## src/rtl/pwm_advanced_defs.sv

```systemverilog
// pwm_advanced_defs: shared FSM encoding and edge arithmetic helper for the half-bridge PWM timebase
package pwm_advanced_defs;
  typedef enum logic [1:0] {IDLE, CLAMP, COMPUTE, PENDING} state_t;
  // true when a+b would clip if saturated to lim
  function automatic logic add_saturates(input logic [31:0] a, input logic [31:0] b, input logic [31:0] lim);
    return ({1'b0, a} + {1'b0, b}) > {1'b0, lim};
  endfunction
endpackage

```

## src/rtl/pwm_advanced_halfbridge_timebase.sv

```systemverilog
// pwm_advanced_halfbridge_timebase: PWM counter plus update sequencer that hands gate edge ticks to the gate stage at period boundaries
module pwm_advanced_halfbridge_timebase
  import pwm_advanced_defs::*;
#(
  parameter int bitwidth = 8,
  parameter int deadtime_bitwidth = 4
) (
  input  logic                         clock,
  input  logic                         reset,
  input  logic                         update_valid,
  output logic                         update_ready,
  input  logic [bitwidth-1:0]          counter_maximum,
  input  logic [bitwidth-1:0]          duty_value,
  input  logic [deadtime_bitwidth-1:0] deadtime,
  output logic [bitwidth-1:0]          counter_value,
  output logic                         load_enable,
  output logic                         period_start,
  output logic [bitwidth-1:0]          tick_number_rising_edge_highside,
  output logic [bitwidth-1:0]          tick_number_falling_edge_highside,
  output logic [bitwidth-1:0]          tick_number_rising_edge_lowside,
  output logic [bitwidth-1:0]          tick_number_falling_edge_lowside
);
  localparam int W = bitwidth + 1;
  state_t                       state;
  logic [bitwidth-1:0]          active_max, max_s, duty_s, duty_eff;
  logic [deadtime_bitwidth-1:0] dt_s, dt_eff;
  logic [bitwidth-1:0]          sh_hs_rise, sh_hs_fall, sh_ls_rise;
  logic [bitwidth-1:0]          nx_hs_rise, nx_hs_fall, nx_ls_rise;
  logic [W-1:0]                 max_w, dt_c, lo_w, hi_w, duty_c;
  logic [bitwidth-1:0]          counter_next;
  logic                         ls_sat, fire;

  assign update_ready = state == IDLE;
  assign period_start = counter_value == '0;
  assign tick_number_falling_edge_lowside = '0;

  // clamp dead time and duty in one extra bit so max+1 never overflows
  always_comb begin
    max_w = W'(max_s);
    dt_c = W'(dt_s) < (max_w >> 1) ? W'(dt_s) : (max_w >> 1);
    lo_w = W'(duty_s) > dt_c ? W'(duty_s) : dt_c;
    hi_w = max_w + W'(1) - dt_c;
    duty_c = lo_w < hi_w ? lo_w : hi_w;
  end

  // edge tick numbers from the clamped values; a clipped lowside rise disables the lowside
  always_comb begin
    ls_sat = add_saturates(32'(duty_eff), 32'(dt_eff), 32'(max_s));
    nx_hs_rise = bitwidth'(dt_eff);
    nx_hs_fall = duty_eff;
    nx_ls_rise = ls_sat ? '0 : duty_eff + bitwidth'(dt_eff);
  end

  // load_enable is raised on the edge entering the last cycle of a period, which then always wraps
  always_comb begin
    counter_next = (counter_value == active_max || load_enable) ? '0 : counter_value + bitwidth'(1);
    fire = (state == COMPUTE || (state == PENDING && !load_enable)) && counter_next == active_max;
  end

  // free-running period counter
  always_ff @(posedge clock or posedge reset)
    if (reset) counter_value <= '0;
    else counter_value <= counter_next;

  // update FSM, clamp/compute pipeline and glitch-free adoption of new ticks and period length
  always_ff @(posedge clock or posedge reset)
    if (reset) begin
      state <= IDLE;
      load_enable <= 1'b0;
      active_max <= '0;
      max_s <= '0;
      duty_s <= '0;
      dt_s <= '0;
      dt_eff <= '0;
      duty_eff <= '0;
      sh_hs_rise <= '0;
      sh_hs_fall <= '0;
      sh_ls_rise <= '0;
      tick_number_rising_edge_highside <= '0;
      tick_number_falling_edge_highside <= '0;
      tick_number_rising_edge_lowside <= '0;
    end else begin
      state <= state == IDLE ? (update_valid ? CLAMP : IDLE) :
               state == CLAMP ? COMPUTE :
               state == COMPUTE ? PENDING :
               load_enable ? IDLE : PENDING;
      load_enable <= fire;
      if (update_valid && update_ready) begin
        max_s <= counter_maximum;
        duty_s <= duty_value;
        dt_s <= deadtime;
      end
      if (state == CLAMP) begin
        dt_eff <= deadtime_bitwidth'(dt_c);
        duty_eff <= bitwidth'(duty_c);
      end
      if (state == COMPUTE) begin
        sh_hs_rise <= nx_hs_rise;
        sh_hs_fall <= nx_hs_fall;
        sh_ls_rise <= nx_ls_rise;
      end
      if (fire) begin
        active_max <= max_s;
        tick_number_rising_edge_highside <= state == COMPUTE ? nx_hs_rise : sh_hs_rise;
        tick_number_falling_edge_highside <= state == COMPUTE ? nx_hs_fall : sh_hs_fall;
        tick_number_rising_edge_lowside <= state == COMPUTE ? nx_ls_rise : sh_ls_rise;
      end
    end
endmodule

```

## config.mk

```make
export PLATFORM = sky130hd
export DESIGN_NAME = pwm_advanced_halfbridge_timebase
export DESIGN_NICKNAME = d
export VERILOG_FILES = /design/src/rtl/pwm_advanced_defs.sv /design/src/rtl/pwm_advanced_halfbridge_timebase.sv
export SDC_FILE = /design/constraint.sdc
export NUM_CORES = 1
export LEC_CHECK = 0
export CORE_MARGIN = 2
export CORE_UTILIZATION = 41
export CTS_CLUSTER_DIAMETER = 60
export DETAILED_ROUTE_END_ITERATION = 16
export SETUP_SLACK_MARGIN = 0.02
export SLEW_MARGIN = 20
export SYNTH_ARGS = -nofsm -noshare
export SYNTH_HDL_FRONTEND = slang
export SYNTH_SLANG_ARGS = --single-unit
```

## constraint.sdc

```tcl
create_clock -name clock -period 5.1 [get_ports clock]
set_input_delay 1.02 -clock clock [delete_from_list [all_inputs] [get_ports clock]]
set_output_delay 1.02 -clock clock [all_outputs]
set_load 0.005 [all_outputs]
```

**Word-level counts from Yosys, hierarchy flattened**

Cells that the tools add are included.

- $add $sub $neg: 5
- Order comparisons: 4
- Equality and inequality tests: 5
- Mux-type cells: 13
- Reduce and logical (&&, ||, !) cells: 8

Operators with widths:

| kind | number |
|---|---|
| $mux 8 | 7 |
| $eq 8x8->1 | 2 |
| $add 8x1->9 const B | 1 |
| $add 8x4->9 | 1 |
| $gt 9x8->1 | 1 |
| $lt 8x9->1 | 1 |
| $sub 9x7->9 | 1 |
| $add 8x1->8 const B | 1 |
| $add 8x4->8 | 1 |
| $gt 8x7->1 | 1 |
| $logic_not 8->1 | 1 |
| $mux 2 | 4 |
| $lt 4x7->1 | 1 |
| $mux 7 | 1 |
| $eq 2x2->1 const B | 2 |
| $logic_and 1x1->1 | 3 |
| $eq 2x1->1 const B | 1 |
| $logic_not 2->1 | 1 |
| $logic_or 1x1->1 | 2 |
| $logic_not 1->1 | 1 |
| $mux 1 | 1 |

- Flip-flop bits (word level): 99
- Input port bits: 23
- Output and inout port bits: 43
- Word-level logic and storage cells: 50

**Longest topological paths before layout**

Gate-level depths: netlist of run 1.

- Word-level depth: 6
- Depth in mapped cells: 26
- Gate-level depth less buffers: 25

**Worst setup path before layout of run 1**

OpenSTA, ideal clock, no wires.

- Kind: reg-to-reg
- From: reg max_s[6]
- To: reg duty_eff[2]
- Library setup time: 77 ps
- Data arrival time: 4,451 ps
- Data required time: 5,023 ps
- Path slack: 571 ps
- Stages on the path, launching flop included: 27
- Path buffers: 1
- Period minus slack after synthesis: 4,529 ps
- Cells stage by stage: dfrtp_1 inv_1 ha_1 nor2b_1 nand2_1 o31ai_4 mux2i_1 inv_1 ha_1 inv_1 ha_1 inv_1 fa_1 nor2b_1 o21ai_0 nand2b_1 a21o_1 a21oi_1 xnor2_1 ha_1 nand3_1 o21ai_0 nor2_1 a21o_1 buf_4 o21a_1 a21oi_1

- Cells in the longest elaborated chain, start to end: 6
- Elaborated cells on any way between the ends: 8
- Those cells by class: add/sub (2); order compare (3); mux (3)

Ends and longest elaborated chain:

| item | line | text |
|---|---|---|
| from (decl) | pwm_advanced_halfbridge_timebase.sv:25 | `logic [bitwidth-1:0] active_max, max_s, duty_s, duty_eff;` |
| from (signal assigned) | pwm_advanced_halfbridge_timebase.sv:89 | `max_s <= counter_maximum;` |
| $lt 4x7->1 * | pwm_advanced_halfbridge_timebase.sv:40 | `dt_c = W'(dt_s) < (max_w >> 1) ? W'(dt_s) : (max_w >> 1);` |
| $mux 7 * | pwm_advanced_halfbridge_timebase.sv:40 |  |
| named net dt_c[1] | pwm_advanced_halfbridge_timebase.sv:29 | `logic [W-1:0] max_w, dt_c, lo_w, hi_w, duty_c;` |
| $gt 8x7->1 | pwm_advanced_halfbridge_timebase.sv:41 | `lo_w = W'(duty_s) > dt_c ? W'(duty_s) : dt_c;` |
| $mux 8 | pwm_advanced_halfbridge_timebase.sv:41 |  |
| $lt 8x9->1 | pwm_advanced_halfbridge_timebase.sv:43 | `duty_c = lo_w < hi_w ? lo_w : hi_w;` |
| $mux 8 * | pwm_advanced_halfbridge_timebase.sv:43 |  |
| to (signal assigned) | pwm_advanced_halfbridge_timebase.sv:95 | `duty_eff <= bitwidth'(duty_c);` |
| to (decl) | pwm_advanced_halfbridge_timebase.sv:25 |  |

The timed path passes the listed nets; every way through them passes the cells marked *.
A chain may end at the register's enable or synchronous reset.

**Worst setup path in the final report of run 1**

- From: reg max_s[2]
- To: reg duty_eff[2]

- Cells in the longest elaborated chain, start to end: 6
- Elaborated cells on any way between the ends: 8
- Those cells by class: add/sub (2); order compare (3); mux (3)

Ends and longest elaborated chain:

| item | line |
|---|---|
| $lt 4x7->1 | pwm_advanced_halfbridge_timebase.sv:40 |
| $mux 7 * | pwm_advanced_halfbridge_timebase.sv:40 |
| named net dt_c[1] | pwm_advanced_halfbridge_timebase.sv:29 |
| $gt 8x7->1 | pwm_advanced_halfbridge_timebase.sv:41 |
| $mux 8 | pwm_advanced_halfbridge_timebase.sv:41 |
| $lt 8x9->1 | pwm_advanced_halfbridge_timebase.sv:43 |
| $mux 8 * | pwm_advanced_halfbridge_timebase.sv:43 |

Marked as above.

==> results of run 1 <==
[synthesized netlist by cell type (all sizes together) (8+ instances only)]
library cell   n  area (um^2)
dfrtp         99         2480
mux2          50          668
ha            45          563
nand2         40          150
o21ai         33          165
inv           31          116
nor2          31          116
a21oi         25          125
xnor2         22          193
clkbuf        14         57.6
buf           13          106
a21o           9         67.6
mux2i          9         90.1
nand3          9         50.1
a22o           8         70.1
nor2b          8         50.1
xor2           8         70.1
[placed cells by master (no fill, tap or decap), drive strengths merged, types with 3 or more instances in the layout]
cell,count
dfrtp,99
clkdlybuf4s50,57
mux2,50
ha,45
nand2,40
inv,34
o21ai,33
nor2,31
a21oi,25
xnor2,22
buf,14
conb,10
a21o,9
clkbuf,9
nand3,9
mux2i,9
a22o,8
xor2,8
nor2b,8
nand4,6
nor3,6
o21a,5
and2,5
nand2b,4
a211oi,4
nor4,3
o32ai,3
o21bai,3
[cell families after synthesis]
kind of cell    after synthesis  share of synthesized area (%)
simple gates                117                           9.92
compound gates              102                           12.0
xor+xnor                     30                           4.67
fa+ha+maj                    47                           10.7
buf+inv                      58                           4.98
other cells                   2                          0.134
flops                        99                           44.1
mux                          59                           13.5
[layout make-up]
class	count	area (um^2)
clock buffers	9	225
clock inverters	7	105
fillers	1171	6550
inverters	31	119
multi-input cells	365	2920
flip-flops and latches	99	2480
well taps	176	220
repair buffers	71	679
[worst min-delay path by stage]
stage | endpoint | slack, ns | cells past startpoint
after floorplan | sh_hs_rise[4] | 0.45 | 1
after global placement | sh_hs_rise[4] | 0.47 | 1
after detailed placement | sh_hs_rise[4] | 0.47 | 1
after CTS | sh_hs_rise[5] | 0.49 | 1
after global routing | sh_hs_rise[7] | 0.51 | 1
final | sh_hs_rise[5] | 0.48 | 1
[sequential cells by signal (all words and copies together) (netlist names)]
signal / count
active_max: 8
sh_hs_rise: 8
load_enable: 1
counter_value: 8
sh_hs_fall: 8
dt_eff: 4
dt_s: 4
sh_ls_rise: 8
duty_s: 8
max_s: 8
tick_number_rising_edge_lowside: 8
state: 2
tick_number_falling_edge_highside: 8
tick_number_rising_edge_highside: 8
duty_eff: 8
[through the flow]
| step | cell area, um^2 | setup slack [ns] |
|---|---|---|
| floorplan | 5650 | 0.571 |
| global placement | 6360 | 0.518 |
| detailed placement | 6360 | 0.222 |
| CTS | 6700 | 0.182 |
| global route | 6740 | 0.0169 |
| finish | 6740 | 0.322 |
[critical path, stage by stage (launching register included)]
cell	delay (ns)
dfrtp_1	0.42
inv_1	0.12
ha_1	0.32
a211oi_2	0.08
o31ai_4	0.35
mux2i_2	0.27
inv_1	0.06
ha_1	0.27
inv_1	0.06
ha_1	0.19
inv_1	0.07
fa_2	0.35
nor2b_1	0.14
o21ai_0	0.09
nand2b_1	0.11
a21o_1	0.13
a21oi_2	0.06
xnor2_1	0.15
ha_1	0.30
nand3_1	0.12
o31ai_2	0.20
nand2_1	0.11
a21o_1	0.23
buf_4	0.16
o21a_1	0.16
a21oi_1	0.15
[power breakdown]
| group | switching, mW | total [mW] | internal (mW) |
|---|---|---|---|
| clock | 0.326 | 0.764 | 0.438 |
| sequential | 0.266 | 1.32 | 1.06 |
| combinational | 0.983 | 2.01 | 1.03 |
| total | 1.58 | 4.10 | 2.52 |
[repair_timing]
item | in CTS | in global routing
buffers inserted | 0 | 3
gates resized for setup | 0 | 11
setup endpoints to repair | 0 | 8
endpoints found under the hold margin | 0 | 0
[layer usage]
metal	GRT usage, %	part of all wire [%]	up-vias
met2	29.1	47	65
met4	7.05	2.7	0
li1	-	-	1899
met5	0	0	-
met3	4.61	3.4	24
met1	23.4	46	1904
==> results.md, run 1 <==
- WP data required: around 5.4 ns
- PwrDens: slightly above 600 nW/um^2
- Area added between synthesis and finish: 19.9%
- Endpoints failing hold: 0
- Layout Nets: 647
- Root Buffer: clkbuf_16
- Vias in the first global route: 4099
- Max-slew headroom: approximately two fifths
- GRT Total Usage: between 10% and 20%
- Seq/Total Area, Yosys: 44.1%
- Routed len/inst: around 16 um
- Synth Instances: ~510
- Grt total ovfl: 0
- Mapped cell area: ~5600 um^2
- CTS max path bufs: 2
- Synth Register Bits: approximately 100
- Leak: approximately 3.0 nW
- Syn_area_per_cell: 10.9 um^2
- Ports: 66
- Hold buffer count at CTS: 0
- Hold slack: around 0.48 ns
- Setup Crit Path Kind: flop to flop
- Outcome: finished clean
- Num CTS Buffers: 9
- 1st-pass router iterations: 4
- Routed via count: 3892
- Die Y: about 120 um
- Final worst-path cycle share: 93.7%
- Post-synth cell types: 54
- Clk sinks: approximately 100
- Max Slew Vio Count: 0
- Final setup viols: 0
- Initial antenna violation count: 0
- Initial core utilization: between 40% and 50%
- RR Endpoint: duty_eff[2]
- Min Clock Period, post-route: 4.78 ns
- H-Tree Depth: 3
- Max Clk Rate: 209 MHz
- Path category of the worst min-delay check: flop to flop
- Share of cells above drive strength 1: between 10% and 20%
- Insertion delay to the later sink of the worst-skew pair: about 0.36 ns
- Die footprint: 14700 um^2
- RSZ-0062 raised after global routing: false
- Via-per-instance ratio: 5.13
- Die X: approximately 120 um
- Total power: a little over 4 mW
- Synth warn: 0
- Clk slew on worst S/H paths: roughly 0.08 ns
- 1st-iter DRT viols: slightly above 200
- Max cap viols: 0
- Main synth FF type: dfrtp_1
- TritonCTS clock tree: done
- CP arrival: 5.05 ns
- Number of port buffers: 57
- Global-route wire length before repair: 20700 um
- CP Launch Type: flop
- Worst setup endpoint: duty_eff[2]
- ANT nets after route: 0
- # DRC: 0
- Placed Cells: between 700 and 800
- Final TNS setup: 0 ns
- Worst Setup End Kind: flop
- Reg2Reg Launch Point: max_s[2]
- FFs w/ async S/R, synth: 100%
- Final Util: 50.7%
- Area of the core: roughly 13000 um^2
- HPWL Detailed: 8910 um
- Gp weighted congestion: around 0.86
- Worst R2R Path Depth: 25
- R2R setup slack: 0.32 ns
- VDD IR max: 0.228 mV
- Final Non-Filler Cells: 758
- Hold Crit Start: sh_hs_rise[5]
- Number of synthesized flops with an enable pin: 0
- Clock Skew: between 0.009 and 0.01 ns
- Core Rows: 42
- Largest net degree at the start of global routing: slightly below 80
- Routed WL: approximately 12000 um
- Max Fanout on Critical Path: 4
- Crit path from: max_s[2]
- Worst-Margin Slew: around 0.92 ns
- Number of diodes: 0
(Power assumes the default switching activity.)
==> run 2, diff against run 1 <==
--- a/config.mk
+++ b/config.mk
@@ -5,7 +5,6 @@
 export SDC_FILE = /design/constraint.sdc
 export NUM_CORES = 1
 export LEC_CHECK = 0
-export CORE_MARGIN = 2
 export CORE_UTILIZATION = 41
 export CTS_CLUSTER_DIAMETER = 60
 export DETAILED_ROUTE_END_ITERATION = 16
==> run 2 against run 1 <==
Net effect:
- wire length rose by 1.8%
- via count rose by 1.9%
- global-route usage rose by 0.59 points
- non-clock buffer count rose by 2
==> results.md, run 2 (synthesis results as in run 1) <==
- DR WL met3: 408 um (+1.2%)
- Final worst-path cycle share: 93.8% (+0.16 points)
- Max cap viols: 0 (unchanged)
- Core Rows: 42 (unchanged)
- Largest net degree at the start of global routing: 56 (-27%)
- Num CTS Buffers: 9 (unchanged)
- Number of port buffers: 57 (unchanged)
- Setup Crit Path Kind: flop to flop
- Most common cell after layout, fill and taps aside: dfrtp_1
- 1st-pass router iterations: 4 (unchanged)
- Worst slack, placed: 0.267 ns (+0.0450 ns)
- Area added between synthesis and finish: 19.6%
- Total of fill cells in the finished design: 1217 (+3.9%)
- Die Y: 119 um (-1.7%)
- Routed via count: 3966 (+1.9%)
- Leak: 3.04 nW (-0.30%)
- Max Fanout on Critical Path: 5 (+1)
- Endpoints failing hold: 0 (unchanged)
- Worst R2R Path Depth: 25 (unchanged)
- Highest-count cells in the layout ignoring fill and taps: dfrtp_1 (97), clkdlybuf4s50_1 (57), ha_1 (44)
- Share of cells above drive strength 1: 17.2% (+0.49 points)
- ANT nets after route: 0 (unchanged)
- Multi-input logic area: 2920 um^2 (+0.21%)
- Via-per-instance ratio: 5.23 (+1.8%)
- Initial core utilization: 42.3% (unchanged)
- Placed Area: 6370 um^2 (+0.12%)
- Die footprint: 14200 um^2 (-3.3%)
- Final Util: 50.6% (-0.15 points)
- Clk slew on worst S/H paths: 0.07 ns (about the same)
- Die X: 119 um (-1.7%)
- HPWL Detailed: 9120 um (+2.3%)
- VDD IR max: 0.255 mV (+12%)
- Layout Nets: 649 (+0.31%)
- Max Slew Vio Count: 0 (unchanged)
- Metal1 wirelength: 5620 um (+0.55%)
- Area of the core: 13300 um^2 (unchanged)
- Worst-Margin Slew: 0.894 ns (-0.0287 ns)
- TritonCTS clock tree: done
- WP data required: 5.38 ns (about the same)
- Clk sinks: 99 (unchanged)
- CTS max path bufs: 2 (unchanged)
- # DRC: 0 (unchanged)
- Levels on crit path: 25 (unchanged)
- 1st-iter DRT viols: 202 (-2.4%)
- H-Tree Depth: 3 (unchanged)
- Max Clk Rate: 209 MHz (-0.17%)
- CP arrival: 5.07 ns (+0.02 ns)
- Total power: 4.06 mW (-0.96%)
- Vias in the first global route: 3961 (-3.4%)
- Path category of the worst min-delay check: flop to flop
- Clock Skew: 0.00748 ns (-0.00194 ns)
- Routed len/inst: 16.1 um (+1.6%)
- CP most frequent cell: ha_1
- CP Launch Type: flop
- Final TNS setup: 0 ns (unchanged)
- Final Cell Area: 6720 um^2 (-0.30%)
- Outcome: finished clean
- Max-slew headroom: 40.3% (+1.9 points)
- Hold Path Depth: 1 (unchanged)
- Global-route wire length before repair: 20500 um (-1.0%)
- Crit path largest cell delay: 0.44 ns (+0.02 ns)
- Insertion delay to the later sink of the worst-skew pair: 0.35 ns (about the same)
- Number of diodes: 0 (unchanged)
- Top Family by Delay on Critical Path: compound AO/OA/AOI/OAI gates
- PwrDens: 604 nW/um^2 (-0.66%)
- FF/Latch Area: 2480 um^2 (about the same)
- CP max-delay cell: dfrtp_2
- Final worst setup slack: 0.314 ns (-0.00834 ns)
- Grt total ovfl: 0 (unchanged)
- Initial antenna violation count: 0 (unchanged)
- Worst Setup End Kind: flop
- Final setup viols: 0 (unchanged)
- Ports: 66 (unchanged)
- Wire length on met2: 5990 um (+4.9%)
- Routed WL: 12200 um (+1.8%)
- CP bufs+invs: 4 (-1)
- Top sig layer: met4
- Root Buffer: clkbuf_16
- GRT Total Usage: 18.7% (+0.59 points)
- Min Clock Period, post-route: 4.79 ns (+0.00834 ns)
- Gp weighted congestion: 0.794 (-7.3%)
==> run 2: cell types whose count changed in the layout (fill, tap and decap cells not counted), sizes merged <==
cell	previous run	this run
buf	14	16
bufinv	2	1
clkbuf	9	10
clkinv	1	2
inv	34	32
==> run 2: routing by layer <==
layer | global-route usage, % | vias up
li1 | - | 1912
met1 | 24.0 | 1969
met2 | 30.6 | 70
met3 | 3.98 | 15
met4 | 7.67 | 0
met5 | 0 | -
==> run 2: path summary, 6_finish.rpt <==
kind | from | end | slack, ns
max reg2reg | max_s[6] | duty_eff[5] | 0.31
min reg2reg | sh_hs_rise[7] | sh_hs_rise[7] | 0.48
max in group asynchronous | reset | max_s[6] | 3.34
min | sh_hs_rise[7] | sh_hs_rise[7] | 0.48
min in group asynchronous | reset | tick_number_rising_edge_highside[5] | 1.16
max | max_s[6] | duty_eff[5] | 0.31
==> run 2: report_power, final <==
| part | internal [mW] | switching [mW] |
|---|---|---|
| sequential | 1.06 | 0.268 |
| combinational | 1.05 | 1.00 |
| clock | 0.381 | 0.303 |
| total | 2.49 | 1.57 |
==> run 2: area by class of cell <==
class / instances / share of cell area [%]
Clock inverter: 5 / 0.930
Multi-Input combinational cell: 365 / 43.5
Inverter: 31 / 1.77
Tap cell: 176 / 3.28
Timing Repair Buffer: 73 / 10.3
Clock buffer: 10 / 3.41
Sequential cell: 99 / 36.9
==> run 2: stage by stage <==
stage | std cells | hold WS [ns]
floorplan | 522 | 0.450
global placement | 740 | 0.467
detailed placement | 740 | 0.470
CTS | 755 | 0.485
global route | 759 | 0.505
finish | 759 | 0.480
==> run 2: worst reg2reg max path: cells and delay by family, from the launching register on <==
kind | cells | cell delay [ns]
AO/OA/AOI/OAI | 8 | 1.36
flip-flops | 1 | 0.44
multiplexers | 1 | 0.26
AND/OR/NAND/NOR | 6 | 0.71
adder cells (fa/ha/maj) | 5 | 1.29
buffers and inverters | 4 | 0.50
XOR/XNOR | 1 | 0.15
==> run 2: what timing repair did <==
item | CTS | global route
resized for setup | 0 | 11
setup endpoints to repair | 0 | 7
hold buffers | 0 | 0
setup buffers | 0 | 4
==> run 3, diff against run 2 <==
==> constraint.sdc (replaced) <==
create_clock -name clock -period 4.4 [get_ports clock]
set_input_delay 0.88 -clock clock [delete_from_list [all_inputs] [get_ports clock]]
set_output_delay 0.88 -clock clock [all_outputs]
set_load 0.005 [all_outputs]
==> run 3 against run 2 <==
Net effect:
- the flow now finishes with violations (negative setup slack)
- first-iteration DRC count shrank 4.5%
- die area is the same
- clock skew grew 0.0015 ns
- maximum frequency grew 7.3%
- total power grew 30%
- global-route usage grew 0.71 points
- critical endpoint is now duty_eff[7]
- highest routed layer unchanged
==> results.md, run 3 (synthesis results as in run 1) <==
- Max-slew headroom: 39.5% (-0.76 points)
- Clock Skew: 0.00896 ns (+0.00148 ns)
- CP arrival: 4.71 ns (-0.36 ns)
- Routed via count: 4102 (+3.4%)
- ANT nets after route: 0 (unchanged)
- CP bufs+invs: 5 (+1)
- Initial core utilization: 42.3% (unchanged)
- H-Tree Depth: 3 (unchanged)
- Area added between synthesis and finish: 31.2%
- Die Y: 119 um (unchanged)
- VDD IR max: 0.429 mV (+68%)
- Root Buffer: clkbuf_16
- Clk slew on worst S/H paths: 0.07 ns (about the same)
- Ports: 66 (unchanged)
- Most common cell after layout, fill and taps aside: dfrtp_1
- Routed WL: 12900 um (+5.1%)
- Failing checks: negative setup slack
- Number of diodes: 0 (unchanged)
- Final worst setup slack: -0.0602 ns (-0.374 ns)
- Routed len/inst: 15.8 um (-1.8%)
- RSZ-0062 raised after global routing: true
- Final Util: 55.5% (+4.9 points)
- Core Rows: 42 (unchanged)
- Placed Cells: 780 (+5.4%)
- PwrDens: 717 nW/um^2 (+19%)
- Clk sinks: 99 (unchanged)
- Largest net degree at the start of global routing: 54 (-3.6%)
- Final Cell Area: 7380 um^2 (+9.7%)
- HPWL Detailed: 9510 um (+4.2%)
- Max cap viols: 0 (unchanged)
- GRT Total Usage: 19.4% (+0.71 points)
- Die X: 119 um (unchanged)
- Crit path largest cell delay: 0.39 ns (-0.05 ns)
- Placed Area: 6690 um^2 (+5.0%)
- 1st-pass router iterations: 4 (unchanged)
- Max Slew Vio Count: 0 (unchanged)
- Initial antenna violation count: 0 (unchanged)
- Layout Nets: 701 (+8.0%)
- CTS max path bufs: 2 (unchanged)
- WP data required: 4.65 ns (-0.73 ns)
- Final setup viols: 7 (+7)
- Final worst-path cycle share: 101% (+7.5 points)
- CP max-delay cell: dfrtp_1
- Top Family by Delay on Critical Path: adder cells
- Gp weighted congestion: 0.865 (+8.8%)
- Insertion delay to the later sink of the worst-skew pair: 0.36 ns (about the same)
- Total of fill cells in the finished design: 1160 (-4.7%)
- Final Non-Filler Cells: 812 (+7.0%)
- Number of port buffers: 57 (unchanged)
- Outcome: finished, violations left
- # DRC: 0 (unchanged)
- Setup Crit Path Kind: flop to flop
- Highest-count cells in the layout ignoring fill and taps: dfrtp_1 (99), buf_4 (58), clkdlybuf4s50_1 (57)
- Grt total ovfl: 0 (unchanged)
- Share of cells above drive strength 1: 28.9% (+12 points)
- Path category of the worst min-delay check: flop to flop
- Leak: 3.33 nW (+9.5%)
- TritonCTS clock tree: done
- Max Clk Rate: 224 MHz (+7.3%)
- 1st-iter DRT viols: 193 (-4.5%)
- Global-route wire length before repair: 21300 um (+4.1%)
- CP Launch Type: flop
- Worst-Margin Slew: 0.905 ns (+0.0114 ns)
- Vias in the first global route: 4205 (+6.2%)
- Worst Setup End Kind: flop
- Via-per-instance ratio: 5.05 (-3.3%)
- Endpoints failing hold: 0 (unchanged)
- Die footprint: 14200 um^2 (unchanged)
- Max Fanout on Critical Path: 4 (-1)
- Num CTS Buffers: 9 (unchanged)
- Min Clock Period, post-route: 4.46 ns (-0.326 ns)
- Area of the core: 13300 um^2 (unchanged)
==> run 3: changes by cell type in the layout (fill, tap and decap cells not counted), sizes merged <==
| cell | change |
|---|---|
| clkinv | +1 |
| bufinv | -1 |
| inv | +1 |
| buf | +52 |
==> run 3: worst paths after layout <==
check / start / end / slack (ns) / cells past startpoint
setup reg to reg: max_s[7] / duty_eff[7] / -0.06 / 26
hold / removal: sh_hs_rise[6] / sh_hs_rise[6] / 0.49 / 1
min in group asynchronous: reset / tick_number_rising_edge_lowside[1] / 0.98 / 2
max in group asynchronous: reset / sh_hs_fall[1] / 2.65 / 3
hold reg to reg: sh_hs_rise[6] / sh_hs_rise[6] / 0.49 / 1
setup / recovery: max_s[7] / duty_eff[7] / -0.06 / 26
==> run 3: cell type report <==
type	count	area, um^2	area share (%)
inverters	31	121	1.65
well taps	176	220	2.99
clock inverters	6	61.3	0.831
clock buffers	10	229	3.10
repair buffers	125	1130	15.3
flip-flops and latches	99	2480	33.6
multi-input cells	365	3140	42.5
==> run 3: per-stage QoR <==
step	hold slack, ns	setup TNS (ns)	worst slack [ns]	total power [mW]
6_report	0.485	-0.266	-0.0602	5.29
5_1_grt	0.511	-1.66	-0.248	5.71
3_5_place_dp	0.470	-1.06	-0.165	4.09
3_3_place_gp	0.466	-0.866	-0.136	4.05
4_1_cts	0.487	-0.423	-0.0865	5.03
2_1_floorplan	0.450	0	0.0303	3.16
==> run 3: what timing repair did <==
action / 4_1_cts / 5_1_grt
hold buffers: 0 / 0
gates resized for setup: 14 / 49
pin swaps: 14 / 24
endpoints found under the setup margin: 8 / 8
endpoints found under the hold margin: 0 / 0
cloned: 1 / 0
setup buffers: 9 / 9
==> run 3: per-layer routing <==
layer,global-route usage [%],up-vias,part of all wire [%]
met5,0,-,0
met4,6.72,0,1.6
met3,3.69,18,2.9
met2,31.9,61,49
met1,25.5,2009,47
li1,-,2014,-
==> run 3: where the power goes <==
group | switching, mW | internal (mW)
Combinational | 1.38 | 1.61
Clock | 0.381 | 0.397
Sequential | 0.301 | 1.23
Total | 2.06 | 3.23
